**src/rtl/div_pkg.sv**
```systemverilog
// Shared types and defaults for the repeated-subtraction divider.
package div_pkg;

    localparam int DIV_WIDTH_DEFAULT = 8;

    typedef enum logic [1:0] {
        IDLE,
        SUB,
        DONE
    } div_state_t;

endpackage

```
**src/rtl/binary_divider_if.sv**
```systemverilog
// Load / busy / done handshake plus operand and result buses of the divider.
interface binary_divider_if
    import div_pkg::*;
#(
    parameter int WIDTH = DIV_WIDTH_DEFAULT
);

    logic             load;
    logic [WIDTH-1:0] dividend;
    logic [WIDTH-1:0] divisor;
    logic [WIDTH-1:0] quotient;
    logic [WIDTH-1:0] remainder;
    logic             busy;
    logic             done;
    logic             div_zero;

    modport master (
        output load, dividend, divisor,
        input  quotient, remainder, busy, done, div_zero
    );

    modport slave (
        input  load, dividend, divisor,
        output quotient, remainder, busy, done, div_zero
    );

endinterface

```
**src/rtl/quot_counter.sv**
```systemverilog
// Quotient up-counter: clear on a new division, preset to all ones on divide-by-zero.
module quot_counter
    import div_pkg::*;
#(
    parameter int WIDTH = DIV_WIDTH_DEFAULT
) (
    input  logic             clk,
    input  logic             reset_n,
    input  logic             clr,
    input  logic             set_ones,
    input  logic             en,
    output logic [WIDTH-1:0] q
);

    // NOTE: sequential state uses non-blocking assignments so every register
    // samples the pre-edge values of the others.
    always_ff @(posedge clk or negedge reset_n) begin
        if (!reset_n) begin
            q <= '0;
        end else if (clr) begin
            q <= '0;
        end else if (set_ones) begin
            q <= '1;
        end else if (en) begin
            q <= q + WIDTH'(1);
        end
    end

endmodule

```
**src/rtl/binary_divider.sv**
```systemverilog
// Unsigned divider: subtracts the divisor once per cycle, counting subtractions as the quotient.
module binary_divider
    import div_pkg::*;
#(
    parameter int WIDTH = DIV_WIDTH_DEFAULT
) (
    input  logic             clk,
    input  logic             reset_n,
    binary_divider_if.slave  bus
);

    div_state_t       state_q, state_d;
    logic [WIDTH-1:0] rem_q, rem_d;
    logic [WIDTH-1:0] dvsr_q, dvsr_d;
    logic             div_zero_q, div_zero_d;
    logic             cnt_clr, cnt_set, cnt_en;
    logic             rem_ge_dvsr;
    logic [WIDTH-1:0] quot;

    assign rem_ge_dvsr = (rem_q >= dvsr_q);

    always_ff @(posedge clk or negedge reset_n) begin
        if (!reset_n) begin
            state_q <= IDLE;
        end else begin
            state_q <= state_d;
        end
    end

    // NOTE: every combinational output gets a default first so no path can
    // leave it unassigned and infer a latch.
    always_comb begin
        state_d = state_q;
        case (state_q)
            IDLE:    if (bus.load) state_d = (bus.divisor == '0) ? DONE : SUB;
            SUB:     if (!rem_ge_dvsr) state_d = DONE;
            DONE:    state_d = IDLE;
            default: state_d = IDLE;
        endcase
    end

    always_comb begin
        rem_d      = rem_q;
        dvsr_d     = dvsr_q;
        div_zero_d = div_zero_q;
        cnt_clr    = 1'b0;
        cnt_set    = 1'b0;
        cnt_en     = 1'b0;
        case (state_q)
            IDLE: begin
                if (bus.load) begin
                    rem_d      = bus.dividend;
                    div_zero_d = (bus.divisor == '0);
                    if (bus.divisor == '0) begin
                        cnt_set = 1'b1;
                    end else begin
                        dvsr_d  = bus.divisor;
                        cnt_clr = 1'b1;
                    end
                end
            end
            SUB: begin
                // Guarded by the compare, so the subtraction never wraps.
                if (rem_ge_dvsr) begin
                    rem_d  = rem_q - dvsr_q;
                    cnt_en = 1'b1;
                end
            end
            default: ;
        endcase
    end

    always_ff @(posedge clk or negedge reset_n) begin
        if (!reset_n) begin
            rem_q      <= '0;
            dvsr_q     <= '0;
            div_zero_q <= 1'b0;
        end else begin
            rem_q      <= rem_d;
            dvsr_q     <= dvsr_d;
            div_zero_q <= div_zero_d;
        end
    end

    quot_counter #(.WIDTH(WIDTH)) u_quot (
        .clk      (clk),
        .reset_n  (reset_n),
        .clr      (cnt_clr),
        .set_ones (cnt_set),
        .en       (cnt_en),
        .q        (quot)
    );

    assign bus.quotient  = quot;
    assign bus.remainder = rem_q;
    assign bus.busy      = (state_q == SUB);
    assign bus.done      = (state_q == DONE);
    assign bus.div_zero  = div_zero_q;

endmodule
```
**src/flat_wrapper.sv**
```systemverilog
// flat-port wrapper written by rule: the top's interface ports become plain ports
module binary_divider_flat import div_pkg::*;
#(
    parameter int WIDTH = DIV_WIDTH_DEFAULT
)
  (clk, reset_n, bus_load, bus_dividend, bus_divisor, bus_quotient, bus_remainder, bus_busy, bus_done, bus_div_zero);
  binary_divider_if #(.WIDTH(WIDTH)) bus_i ();
  input  logic clk;
  input  logic reset_n;
  input wire logic [$bits(bus_i.load)-1:0] bus_load;
  input wire logic [$bits(bus_i.dividend)-1:0] bus_dividend;
  input wire logic [$bits(bus_i.divisor)-1:0] bus_divisor;
  output wire logic [$bits(bus_i.quotient)-1:0] bus_quotient;
  output wire logic [$bits(bus_i.remainder)-1:0] bus_remainder;
  output wire logic [$bits(bus_i.busy)-1:0] bus_busy;
  output wire logic [$bits(bus_i.done)-1:0] bus_done;
  output wire logic [$bits(bus_i.div_zero)-1:0] bus_div_zero;
  assign bus_i.load = bus_load;
  assign bus_i.dividend = bus_dividend;
  assign bus_i.divisor = bus_divisor;
  assign bus_quotient = bus_i.quotient;
  assign bus_remainder = bus_i.remainder;
  assign bus_busy = bus_i.busy;
  assign bus_done = bus_i.done;
  assign bus_div_zero = bus_i.div_zero;
  binary_divider #(.WIDTH(WIDTH)) u_core (.clk(clk), .reset_n(reset_n), .bus(bus_i));
endmodule
```
**config.mk**
```make
export PLATFORM = sky130hd
export DESIGN_NAME = binary_divider_flat
export DESIGN_NICKNAME = d
export VERILOG_FILES = /design/src/rtl/div_pkg.sv /design/src/rtl/binary_divider_if.sv /design/src/rtl/quot_counter.sv /design/src/rtl/binary_divider.sv /design/src/flat_wrapper.sv
export SDC_FILE = /design/constraint.sdc
export NUM_CORES = 1
export LEC_CHECK = 0
export ABC_CLOCK_PERIOD_IN_PS = 4000
export BUFFER_PORTS_ARGS = -buffer_cell sky130_fd_sc_hd__buf_2
export CORE_UTILIZATION = 32
export CTS_BUF_LIST = sky130_fd_sc_hd__clkbuf_16
export DETAILED_ROUTE_END_ITERATION = 12
export GPL_ROUTABILITY_DRIVEN = 0
export SETUP_SLACK_MARGIN = 0.1
export SLEW_MARGIN = 10
export SYNTH_ARGS = -nofsm -noshare
export SYNTH_HDL_FRONTEND = slang
export SYNTH_SLANG_ARGS = --single-unit
```
**constraint.sdc**
```tcl
create_clock -name clk -period 4 [get_ports clk]
set_input_delay 0.4 -clock clk [delete_from_list [all_inputs] [get_ports clk]]
set_output_delay 0.4 -clock clk [all_outputs]
set_load 0.1 [all_outputs]
```
==> results of run 1 <==
## cells by family (layout without fill, tap and decap cells)
group,count (synthesis),count (layout),synth area share
AND/OR/NAND/NOR,67,67,0.196
AO/OA/AOI/OAI,51,51,0.202
adder cells (fa/ha/maj),10,10,0.0780
buffers and inverters,16,52,0.0449
flip-flops,27,27,0.397
XOR/XNOR,3,3,0.0155
multiplexers,9,9,0.0662
## worst reg2reg max path: cells and delay by family (launching register included)
kind / cells / cell delay [ps]
AO/OA/AOI/OAI: 1 / 580
flip-flops: 1 / 380
AND/OR/NAND/NOR: 3 / 590
adder cells (fa/ha/maj): 2 / 560
buffers and inverters: 2 / 120
multiplexers: 1 / 310
## cell type report
class | count | area, µm² | share of cell area
multi-input combinational | 140 | 948 | 0.470
clock buffer | 3 | 75.1 | 0.0372
inverter | 11 | 41.3 | 0.0205
tap | 70 | 87.6 | 0.0434
sequential | 27 | 676 | 0.335
clock inverter | 1 | 3.75 | 0.00186
timing repair buffer | 37 | 185 | 0.0918
## flip-flops by register name, summed over array words and instances, names as in the netlist
register and cells:
u_core.dvsr_q 8, u_core.bus.remainder 8, u_core.state_q 2, u_core.bus.div_zero 1, u_core.u_quot.q 8
## per-layer routing
metal | track usage | vias up | part of all wire
li1 | - | 736 | -
met1 | 0.234 | 715 | 0.49
met2 | 0.227 | 33 | 0.46
met3 | 0.0161 | 2 | 0.041
met4 | 0.0377 | 0 | 0.0067
met5 | 0 | - | 0
## cells in the final DEF, fill, tap and decap left out, types with 2 or more instances in the layout
master     Yosys  final
buf_2          1     37
nand2_1       28     28
dfrtp_1       27     27
o21ai_0       15     15
inv_1         10     11
a21oi_1       11     11
nor2_1         9      9
ha_1           9      9
nand3_1        5      5
a211o_1        5      5
mux2_4         4      4
nand4_1        3      3
or4_1          3      3
o211ai_1       3      3
nand3b_1       3      3
mux2i_1        3      3
xnor2_1        3      3
clkbuf_16      0      3
nor2b_1        2      2
nand2b_1       2      2
and2_1         2      2
a31oi_1        2      2
nor3b_1        2      2
or3_1          2      2
a22oi_1        2      2
nor3_1         2      2
## worst paths after layout
kind                                                      from                                  end  depth (start not counted)
max                        u_core.bus.remainder[0]$_DFFE_PN0P_  u_core.bus.remainder[5]$_DFFE_PN0P_                          9
min                                                    reset_n       u_core.u_quot.q[4]$_DFFE_PN0P_                          1
max reg2reg                u_core.bus.remainder[0]$_DFFE_PN0P_  u_core.bus.remainder[5]$_DFFE_PN0P_                          9
min reg2reg                    u_core.bus.div_zero$_DFFE_PN0P_      u_core.bus.div_zero$_DFFE_PN0P_                          2
max in group asynchronous                              reset_n       u_core.u_quot.q[7]$_DFFE_PN0P_                          1
min in group clk                                bus_divisor[1]         u_core.dvsr_q[1]$_DFFE_PN0P_                          3
## through the flow
step	cells	utilization
after global placement	285	0.379
after CTS	289	0.395
after detailed placement	285	0.379
final	289	0.395
after floorplan	183	-
after global routing	289	0.395
==> impl_metrics.env, run 1 <==
export IMPL_die_width_um=74.9
export IMPL_grt_max_degree=28
export IMPL_cp_end_kind="register"
export IMPL_syn_instance_count=183
export IMPL_worstPathRequired_ps=4150
export IMPL_cts_num_sinks=27
export IMPL_status="finished, final reports clean"
export IMPL_insertion_delay_ps=260
export IMPL_drtIter0Drc=45
export IMPL_grt_overflow=0
export IMPL_ys_async_sr_fraction=1.00
export IMPL_period_share=0.664
export IMPL_netlist_area_um2=1700
export IMPL_drive_gt1_frac=0.237
export IMPL_yosysSeqAreaShare=0.397
export IMPL_synth_nets=212
export IMPL_dpl_hpwl_mm=3.05
export IMPL_place_area_um2=1940
export IMPL_post_route_drc_count=0
export IMPL_clk_pin_slew_ps=70
export IMPL_fp_dieH_um=74.9
export IMPL_synth_top_area_frac=0.397
export IMPL_cts_tree="yes"
export IMPL_fin_ws_ps=1340
export IMPL_grt_first_pass_wirelength_mm=6.51
export IMPL_slew_violations=0
export IMPL_synth_top_cell_by_area="dfrtp_1"
export IMPL_cp_common_cell="inv_1"
export IMPL_max_freq_mhz=377
export IMPL_critical_path_max_stage_delay_ps=580
export IMPL_synth_distinct_cells=49
export IMPL_cts_resized=0
export IMPL_port_buffer_count=37
export IMPL_design_area_um2=2020
export IMPL_timing_setup_tns_ps=0
export IMPL_finalHoldViolations=0
export IMPL_drv_cap=0
export IMPL_route_detailed_wl_per_inst_um=14.0
export IMPL_viasPerCell=5.14
export IMPL_numCtsBuffers=3
export IMPL_min_path_type="input port to asynchronous set/reset pin"
export IMPL_synth_edf_count=0
export IMPL_worst_path_buf_inv=2
export IMPL_worst_path_max_delay_cell="o21ai_2"
export IMPL_place_ws_ps=1330
export IMPL_cts_root_buf="clkbuf_16"
export IMPL_path_class="register to register"
export IMPL_antenna_cells=0
export IMPL_start_util=0.333
export IMPL_cp_start_kind="register"
export IMPL_placementRows=26
export IMPL_worstPathArrival_ps=2810
export IMPL_ant_nets=0
export IMPL_clk_path_buf_depth=2
export IMPL_syn2layout_area_growth_pct=18.6
export IMPL_nets=249
export IMPL_worst_pin_slew_ps=687
export IMPL_track_usage=0.152
export IMPL_cts_setup_buffers=0
export IMPL_crit_path_max_fanout=18
export IMPL_synth_most_common_cell="nand2_1"
export IMPL_cts_htree_levels=1
export IMPL_antenna_found_initial=0
export IMPL_netlist_top_cells_area="dfrtp_1 (40%), ha_1 (6.6%), nand2_1 (6.2%)"
export IMPL_rsz0062_at_grt="no"
export IMPL_fillers=552
export IMPL_r2r_slack_ps=1340
export IMPL_final_setup_viol_count=0
export IMPL_synth_seq_cells=27
export IMPL_die_area_um2=5610
export IMPL_min_period_ps=2660
export IMPL_hold_buffers=0
export IMPL_ys_warn_count=0
export IMPL_dr_pass1_iters=4
export IMPL_ios=38
export IMPL_synth_main_ff_cell="dfrtp_1"
export IMPL_grt_pass1_vias=1334
export IMPL_finClkSkew_ps=4.25
export IMPL_syn_avg_cell_area_um2=9.29
export IMPL_path_cells="inv_1 > ha_1 > inv_1 > fa_1 > nand3_1 > nand2_1 > o21ai_2 > and2_4 > mux2_4"
export IMPL_totalWireLength_mm=4.04
export IMPL_synth_commonest_cells="nand2_1 (28), dfrtp_1 (27), o21ai_0 (15), a21oi_1 (11), inv_1 (10)"
export IMPL_relSlewSlack=0.542
export IMPL_core_um2=5110
export IMPL_hold_slack_ps=162
export IMPL_critical_path_top_delay_family="simple AND/OR/NAND/NOR gates"
export IMPL_vias=1486
Power of run 1 is not shown: default switching activity piles up to over one toggle a cycle in this logic, so the estimate is an artifact.
==> inputs of run 2 (changes only) <==
ABC_CLOCK_PERIOD_IN_PS = 2700   (was 4000)
clock period = 2.7 ns   (was 4 ns; I/O delays follow)
==> run 2 against run 1 <==
Against the previous run:
- critical path depth up 1
- count of clock-buffer cells in the layout stayed put
- fmax is 21% higher
- setup slack got worse by 850 ps
- hold slack worse by 140 ps
- global-route usage is 0.48 points higher
- non-clock buffer count rose by 1
- sequential cell count unchanged
- critical path type unchanged
==> impl_metrics.env, run 2 (synthesis gave the netlist of run 1 again) <==
export IMPL_status="finished, final reports clean"
export IMPL_grt_max_degree=28
export IMPL_cp_end_kind="register"
export IMPL_dpl_hpwl_mm=2.98
export IMPL_crit_path_max_fanout=17
export IMPL_fillers=561
export IMPL_ios=38
export IMPL_hold_buffers=0
export IMPL_die_width_um=74.9
export IMPL_fin_ws_ps=497
export IMPL_dr_pass1_iters=4
export IMPL_die_area_um2=5610
export IMPL_mostFrequentLayoutCell="buf_2"
export IMPL_design_area_um2=2030
export IMPL_worst_path_buf_inv=3
export IMPL_cts_htree_levels=1
export IMPL_worst_pin_slew_ps=614
export IMPL_rsz0062_at_grt="no"
export IMPL_multi_input_area_um2=948
export IMPL_critical_path_top_delay_family="adder cells"
export IMPL_grt_overflow=0
export IMPL_min_path_type="input port to asynchronous set/reset pin"
export IMPL_route_detailed_wl_per_inst_um=13.9
export IMPL_cts_root_buf="clkbuf_16"
export IMPL_grt_pass1_vias=1381
export IMPL_ant_nets=0
export IMPL_worstPathRequired_ps=2850
export IMPL_place_area_um2=1950
export IMPL_slew_violations=0
export IMPL_numCtsBuffers=3
export IMPL_finClkSkew_ps=1.24
export IMPL_antenna_cells=0
export IMPL_drive_gt1_frac=0.255
export IMPL_final_setup_viol_count=0
export IMPL_clk_pin_slew_ps=70
export IMPL_insertion_delay_ps=260
export IMPL_fp_dieH_um=74.9
export IMPL_drtIter0Drc=89
export IMPL_post_route_drc_count=0
export IMPL_nets=250
export IMPL_relSlewSlack=0.591
export IMPL_placed_cells=286
export IMPL_viasPerCell=5.05
export IMPL_syn2layout_area_growth_pct=19.3
export IMPL_layout_cells_non_filler=290
export IMPL_critical_path_max_stage_delay_ps=410
export IMPL_worst_path_max_delay_cell="dfrtp_2"
export IMPL_core_um2=5110
export IMPL_worstPathArrival_ps=2350
export IMPL_cp_start_kind="register"
export IMPL_cts_num_sinks=27
export IMPL_path_cells="inv_1 > ha_1 > inv_1 > fa_1 > nand3_1 > nand2_1 > o21ai_2 > buf_4 > nand2_1 > a221o_1"
export IMPL_path_class="register to register"
export IMPL_place_ws_ps=515
export IMPL_min_period_ps=2200
export IMPL_track_usage=0.157
export IMPL_start_util=0.333
export IMPL_finalHoldViolations=0
export IMPL_placementRows=26
export IMPL_period_share=0.816
export IMPL_antenna_found_initial=0
export IMPL_clk_path_buf_depth=2
export IMPL_cts_resized=0
export IMPL_drv_cap=0
export IMPL_cts_tree="yes"
export IMPL_final_cell_mix="buf_2 (37), nand2_1 (28), dfrtp_1 (24), o21ai_0 (15)"
export IMPL_vias=1464
export IMPL_timing_setup_tns_ps=0
export IMPL_max_freq_mhz=454
export IMPL_port_buffer_count=37
export IMPL_cts_setup_buffers=0
export IMPL_grt_first_pass_wirelength_mm=6.67
export IMPL_seqCellArea_um2=679
export IMPL_totalWireLength_mm=4.03
[run 2: cell count changes in the layout (fill, tap and decap cells not counted)]
| cell | delta |
|---|---|
| buf_4 | +1 |
| dfrtp_1 | -3 |
| dfrtp_2 | +3 |
[run 2: worst paths after layout]
| path | start | endpoint | slack, ps | cells past startpoint |
|---|---|---|---|---|
| hold reg to reg | u_core.bus.div_zero$_DFFE_PN0P_ | u_core.bus.div_zero$_DFFE_PN0P_ | 480 | 2 |
| setup / recovery | u_core.bus.remainder[0]$_DFFE_PN0P_ | u_core.bus.remainder[7]$_DFFE_PN0P_ | 500 | 10 |
| max in group asynchronous | reset_n | u_core.bus.remainder[0]$_DFFE_PN0P_ | 2240 | 1 |
| min in group clk | bus_divisor[6] | u_core.dvsr_q[6]$_DFFE_PN0P_ | 230 | 3 |
| hold / removal | reset_n | u_core.bus.div_zero$_DFFE_PN0P_ | 20 | 1 |
| setup reg to reg | u_core.bus.remainder[0]$_DFFE_PN0P_ | u_core.bus.remainder[7]$_DFFE_PN0P_ | 500 | 10 |
[run 2: metrics by stage]
step / hold WS (ps) / utilization
6_report: 19.7 / 0.397
5_1_grt: 78.3 / 0.397
3_3_place_gp: 328 / 0.382
2_1_floorplan: -25.6 / -
4_1_cts: 47.8 / 0.397
3_5_place_dp: 326 / 0.382
[run 2: final cells by class]
| class | count | area share |
|---|---|---|
| Sequential cell | 27 | 0.335 |
| Clock buffer | 3 | 0.0370 |
| Timing Repair Buffer | 38 | 0.0950 |
| Multi-Input combinational cell | 140 | 0.468 |
| Inverter | 11 | 0.0204 |
| Clock inverter | 1 | 0.00185 |
| Tap cell | 70 | 0.0432 |
[run 2: metal layers]
metal / global-route usage / vias to the layer above / wire, µm
met3: 0.0228 / 0 / 133
met1: 0.228 / 697 / 2050
li1: - / 739 / -
met2: 0.244 / 28 / 1850
met5: 0 / - / 0
met4: 0.0440 / 0 / 0
Power of run 2 is left out for the same reason.
